===== src/rtl/vga_sync_gen.sv =====
`default_nettype none
// ============================================================================
// Module   : vga_sync_gen
// Purpose  : 640x480@60 VGA timing generator: pixel-rate divider, x/y counters,
//            hsync/vsync/video_on. Optional frame_tick via VGA_SYNC_FRAME_TICK_EN.
// Revision : 1.0 - initial release
// ============================================================================
module vga_sync_gen #(
    parameter int CLK_DIV   = 4,
    parameter int H_DISPLAY = 640,
    parameter int H_FRONT   = 16,
    parameter int H_SYNC    = 96,
    parameter int H_BACK    = 48,
    parameter int V_DISPLAY = 480,
    parameter int V_FRONT   = 10,
    parameter int V_SYNC    = 2,
    parameter int V_BACK    = 33
) (
    input  logic       clk,
    input  logic       reset,
    output logic       p_tick,
    output logic       hsync,
    output logic       vsync,
    output logic       video_on,
    output logic [9:0] x,
    output logic [9:0] y
`ifdef VGA_SYNC_FRAME_TICK_EN
    ,
    output logic       frame_tick
`endif
);

    localparam int c_h_total = H_DISPLAY + H_FRONT + H_SYNC + H_BACK;
    localparam int c_v_total = V_DISPLAY + V_FRONT + V_SYNC + V_BACK;
    localparam int c_div_w   = (CLK_DIV > 1) ? $clog2(CLK_DIV) : 1;

    localparam logic [c_div_w-1:0] c_div_last = c_div_w'(CLK_DIV - 1);
    localparam logic [9:0] c_h_last     = 10'(c_h_total - 1);
    localparam logic [9:0] c_v_last     = 10'(c_v_total - 1);
    localparam logic [9:0] c_h_disp     = 10'(H_DISPLAY);
    localparam logic [9:0] c_v_disp     = 10'(V_DISPLAY);
    localparam logic [9:0] c_hs_start   = 10'(H_DISPLAY + H_FRONT);
    localparam logic [9:0] c_hs_end     = 10'(H_DISPLAY + H_FRONT + H_SYNC - 1);
    localparam logic [9:0] c_vs_start   = 10'(V_DISPLAY + V_FRONT);
    localparam logic [9:0] c_vs_end     = 10'(V_DISPLAY + V_FRONT + V_SYNC - 1);

    logic [c_div_w-1:0] r_div_cnt;
    logic               w_div_last;
    logic               w_x_last;
    logic               w_y_last;
    logic [9:0]         w_x_next;
    logic [9:0]         w_y_next;
    logic               w_hsync_next;
    logic               w_vsync_next;
    logic               w_video_next;

    assign w_div_last = (r_div_cnt == c_div_last);
    assign w_x_last   = (x == c_h_last);
    assign w_y_last   = (y == c_v_last);

    // Syncs and video_on are derived from the next coordinates so that they
    // register on the same edge as x/y and carry no skew relative to them.
    always_comb begin
        w_x_next     = w_x_last ? 10'd0 : x + 10'd1;
        w_y_next     = y;
        if (w_x_last) begin
            w_y_next = w_y_last ? 10'd0 : y + 10'd1;
        end
        w_hsync_next = !((w_x_next >= c_hs_start) && (w_x_next <= c_hs_end));
        w_vsync_next = !((w_y_next >= c_vs_start) && (w_y_next <= c_vs_end));
        w_video_next = (w_x_next < c_h_disp) && (w_y_next < c_v_disp);
    end

    always_ff @(posedge clk or posedge reset) begin
        if (reset) begin
            r_div_cnt <= '0;
            p_tick    <= 1'b0;
        end else begin
            r_div_cnt <= w_div_last ? '0 : r_div_cnt + 1'b1;
            p_tick    <= w_div_last;
        end
    end

    // Counters and timing outputs move only on the pixel boundary; reset
    // values (blanked, syncs idle) hold until the first pixel advance.
    always_ff @(posedge clk or posedge reset) begin
        if (reset) begin
            x        <= 10'd0;
            y        <= 10'd0;
            hsync    <= 1'b1;
            vsync    <= 1'b1;
            video_on <= 1'b0;
        end else if (w_div_last) begin
            x        <= w_x_next;
            y        <= w_y_next;
            hsync    <= w_hsync_next;
            vsync    <= w_vsync_next;
            video_on <= w_video_next;
        end
    end

`ifdef VGA_SYNC_FRAME_TICK_EN
    always_ff @(posedge clk or posedge reset) begin
        if (reset) begin
            frame_tick <= 1'b0;
        end else begin
            frame_tick <= w_div_last && w_x_last && w_y_last;
        end
    end
`endif

endmodule
`default_nettype wire


===== config.mk =====
export PLATFORM = sky130hd
export DESIGN_NAME = vga_sync_gen
export DESIGN_NICKNAME = d
export VERILOG_FILES = /design/src/rtl/vga_sync_gen.sv
export SDC_FILE = /design/constraint.sdc
export NUM_CORES = 1
export LEC_CHECK = 0
export BUFFER_PORTS_ARGS = -buffer_cell sky130_fd_sc_hd__buf_2
export CAP_MARGIN = 5
export CORE_MARGIN = 4
export CORE_UTILIZATION = 56
export CTS_BUF_LIST = sky130_fd_sc_hd__clkbuf_16
export CTS_CLUSTER_DIAMETER = 120
export DETAILED_ROUTE_END_ITERATION = 16
export PLACE_DENSITY = 0.89
export SYNTH_ARGS = -nofsm -noshare
export SYNTH_HDL_FRONTEND = slang
export SYNTH_SLANG_ARGS = --single-unit

===== constraint.sdc =====
create_clock -name clk -period 2.9 [get_ports clk]
set_input_delay 0.29 -clock clk [delete_from_list [all_inputs] [get_ports clk]]
set_output_delay 0.29 -clock clk [all_outputs]
set_load 0.005 [all_outputs]

# --- After elaboration in Yosys (flattened, before gate mapping) ---
# Cells that the tools add are included.
totals:
  ff_bits: 26
classes:
  order_cmp: 6
  n_eq_ne: 3
  muxes: 4
  n_addsub: 3
  n_reduce_logical: 5
ops:
  columns: ["operator", "n"]
  rows:
  - ["two-way mux 10 bit", 3]
  - ["adder 10 x 1 -> 10 bit, second input constant", 2]
  - ["== test 10 bit, second input constant", 2]
  - [">= comparator 10 bit, second input constant", 1]
  - [">= comparator 10 x 9 -> 1 bit, second input constant", 1]
  - ["less-or-equal comparator 10 bit, second input constant", 1]
  - ["less-or-equal comparator 10 x 9 -> 1 bit, second input constant", 1]
  - ["less-than comparator 10 bit, second input constant", 1]
  - ["less-than comparator 10 x 9 -> 1 bit, second input constant", 1]
  - ["logical AND 1 bit", 3]
  - ["adder 2 x 1 -> 2 bit, second input constant", 1]
  - ["== test 2 bit, second input constant", 1]
  - ["zero test 1 bit", 2]
  - ["two-way mux 2 bit", 1]

# --- Longest topological paths before layout ---
depth:
  word_depth: 6
  ltp_mapped: 9

# --- Worst setup path after synthesis ---
# OpenSTA, ideal clock, no wires.
synth_path:
  kind: "reg-to-reg"
  startpoint: "register x[1]"
  endpoint: "register video_on"
  synth_period_minus_slack_ps: 2122
  slack_ps: 778
  t_arrival_ps: 1987
  path_buffers: 1
  setup_ps: 134
  path_stages_with_launch: 9
  path_cell_list: "dfrtp_1 -> ha_1 -> and4_1 -> buf_6 -> nand3_4 -> or3_4 -> xor2_1 -> nor4b_2 -> o41ai_2"
synth_between:
  elab_chain_len: 4
  word_cells_on_any_way: 7
  cone_classes: "add/sub (1); order compare (2); eq/ne (1); mux (2); reduce/logical (1)"
synth_lines:
  columns: ["item", "line_no", "rtl"]
  rows:
  - ["from (decl)", "25", "output logic [9:0] x,"]
  - ["from (signal assigned)", "94", "x <= w_x_next;"]
  - ["adder 10 x 1 -> 10 bit / == test 10 bit (equally long branches)", "64, 58", null]
  - ["two-way mux 10 bit, on equally long branches", "64, 66", null]
  - ["less-than comparator 10 bit / less-than comparator 10 x 9 -> 1 bit (equally long branches)", "71", "w_video_next = (w_x_next < c_h_disp) && (w_y_next < c_v_disp);"]
  - ["logical AND 1 bit *", "71", null]
  - ["to (signal assigned)", "98", "video_on <= w_video_next;"]
  - ["to (decl)", "24", "output logic video_on,"]
# Mark *: on every way between the ends. The rest lies on a longest branch, timed or not.
# A chain may end at the register's enable or synchronous reset.

# --- Worst setup path in the final report ---
# Ends and elaborated chain as after synthesis.

==> metrics.md <==
| Metric | Value |
|---|---|
| Met1 wire length | 1.634 mm |
| Clock Latency Late Sink | roughly 0.26 ns |
| Final worst-path cycle share | 84.74% |
| Vias in the first global route | 1464 |
| Vias | 1495 |
| Die H | 62.23 µm |
| Post-CTS Resized | 0 |
| Pleak | 0.7726 nW |
| Area grow syn2layout | 12.46% |
| H-tree depth | 1 |
| Post-DP Area | between 1500 and 2000 µm² |
| Routability congestion estimate | 0.8695 |
| Syn avg cell area | between 8 and 9 µm² |
| R2R cell count | 6 |
| Number of synthesized flops with an enable pin | 0 |
| Full die area | slightly below 4000 µm² |
| Worst-path clk slew | 0.07 ns |
| TritonCTS clock tree | done |
| Synth area leaders | dfrtp_1 (36%), o21ai_0 (6.1%), nand3_1 (4.0%), ha_1 (3.8%), nor2_1 (3.6%) |
| DR vias/cell | roughly 6.4 |
| Max Used Layer | met4 |
| Post-Place Setup Slack | 0.4801 ns |
| Power Density | 417.4 nW/µm² |
| Initial Util | 59.20% |
| R2r setup slk | 0.44 ns |
| Final hold violations | 0 |
| CTS Root Cell | clkbuf_16 |
| Fmax | 406.9 MHz |
| CP Capture Type | flop |
| Post-DRT Antenna Nets | 0 |
| Worst Skew | 0.004264 ns |
| Port Buffers | 25 |
| Wire per inst | ~16 µm |
| Pins Over Slew Limit | 0 |
| Post-CTS Setup Bufs | 0 |
| Clock Sinks | 26 |
| Setup-failing EPs final | 0 |
| Worst hold path type | in -> async |
| Reg-to-reg startpoint | x[1] |
| Post-layout util | 66.58% |
| Non-filler instance count after layout | 234 |
| Wire length on met2 | 1.847 mm |
| # IOs | 26 |
| Chip width | about 62 µm |
| Worst-Margin Slew | 0.9652 ns |
| Share of the synthesized area in the top cell type | 36.47% |
| Grt ovf | 0 |
| Synthesized area | between 1500 and 2000 µm² |
| Ant. Diodes | 0 |
| Area leader, netlist | dfrtp_1 |
| Dpl cells | between 200 and 250 |
| Ys async rst share | 100.0% |
| Detailed Routing Iterations Pass 1 | 11 |
| Predominant post-synthesis flop cell | dfrtp_1 |
| #FFs+latches synth | 26 |
| Failing checks | DRC |
| Fin crit period | 2.458 ns |
| Final worst slack | 0.4425 ns |
| Outcome | finished, violations left |
| DP HPWL | 2.612 mm |
| Mapped Nets | just under 200 |
| Reg2Reg Capture Point | video_on |
| Mapped Cells | about 190 |
| Worst Path Required | 3.06 ns |
| Max Cap Violations | 0 |
| Routed wire length | about 3.9 mm |
| All-Layer GR Usage | 20.67% |
| Largest net degree at the start of global routing | 27 |
| Slew headroom | 35.58% |
| First DRT Iteration DRCs | ~120 |
| CTS max path bufs | 2 |
| Core box area | 2781 µm² |
| Worst EP arrival | 2.61 ns |
| DR DRC count | 1 |
| Met3 WL | between 200 and 250 µm |
| RSZ-0062 raised after global routing | false |
| Final Power | about 0.77 mW |
| Post-synthesis sequential area ratio | around 40% |
| Setup_tns | 0 ns |
| Layout cell share with drive strength beyond 1 | between 20% and 30% |
| Crit start category | flop |
| Initial antenna violation count | 0 |
| Post-layout net count | between 200 and 250 |
| Synthesis Warnings | 0 |
| Worst-path fanout max | 7 |
| Design area | 1852 µm² |
| Hold buffers post-CTS | 0 |
| Number of buffers created by CTS | 3 |
| Peak supply drop | roughly 0.44 mV |
| Final hold slack | around 0.24 ns |
| Count of cell types in the netlist | 47 |
| Rows | 19 |
| CP Class | reg -> reg |
| Global-route wire length before repair | 6.672 mm |
==> final cells by class <==
class,instances,area (µm²)
Fill cell,230,929.6
Multi-Input combinational cell,141,899.6
Sequential cell,26,653.1
Timing Repair Buffer,26,132.6
Clock buffer,3,75.07
Tap cell,31,38.79
Clock inverter,1,30.03
Inverter,6,22.52
==> Yosys cell counts (2+ instances only) <==
library cell and number:
o21ai_0 20, nor2b_1 3, buf_2 3, a31oi_1 4, clkbuf_1 7, ha_1 5, inv_1 6, o31ai_1 5
nand3_1 13, nor4_1 4, a32oi_1 2, o32a_1 2, nor2_1 16, a21oi_1 9, nand4_1 5, nand2b_1 3
xnor2_1 6, xor2_1 3, dfstp_2 2, buf_4 2, nor3_1 3, dfrtp_1 24, and3_1 2, nand2_1 15
==> per-layer routing <==
layer	up-vias	track usage [%]
met2	65	31.87
li1	715	-
met1	699	26.80
met4	0	10.84
met5	-	0
met3	16	4.685
==> state kept, by name (all words and copies together) (netlist names) <==
signal and count:
x 10, vsync 1, p_tick 1, video_on 1
y 10, hsync 1, r_div_cnt 2
==> cell usage in the layout, fill, tap and decap left out, types with 3 or more instances in the layout <==
master,synthesis,routed
xor2_1,3,3
nor2b_1,3,3
nand2b_1,3,3
nand2_1,15,15
nand4_1,5,5
buf_2,3,25
o21ai_0,20,20
nand3_1,13,13
a21oi_1,9,9
o31ai_1,5,5
nor2_1,16,16
clkbuf_16,0,3
inv_1,6,6
nor3_1,3,3
xnor2_1,6,6
a31oi_1,4,4
ha_1,5,5
nor4_1,4,4
dfrtp_1,24,24
==> how the worst max path moves through the flow <==
stage | from | end | depth (start not counted)
floorplan | x[1] | video_on | 8
global placement | x[1] | video_on | 7
detailed placement | x[1] | video_on | 6
CTS | x[1] | video_on | 6
global route | x[1] | vsync | 7
finish | x[1] | video_on | 6
==> critical path, stage by stage (launching register included) <==
cell     delay [ns]
dfrtp_1        0.42
ha_1           0.26
and4_1         0.40
nand3_2        0.21
nor4_2         0.54
nor2_1         0.17
o41ai_2        0.35
==> kinds of logic after synthesis <==
kind of cell	after synthesis	share of synthesized area [%]
buffers and inverters	20	5.698
AND/OR/NAND/NOR	76	25.84
flip-flops	26	39.67
AO/OA/AOI/OAI	49	18.92
adder cells (fa/ha/maj)	5	3.799
XOR/XNOR	9	4.788
multiplexers	2	1.292
==> report_power, final <==
group,switching [mW],internal (mW),total [mW],leakage (nW)
Sequential,0,0.363,0.363,0.337
Clock,0.128,0.275,0.403,0.0511
Combinational,0.00680,0.000537,0.00734,0.385
Total,0.135,0.638,0.773,0.773
(Power assumes the default switching activity.)
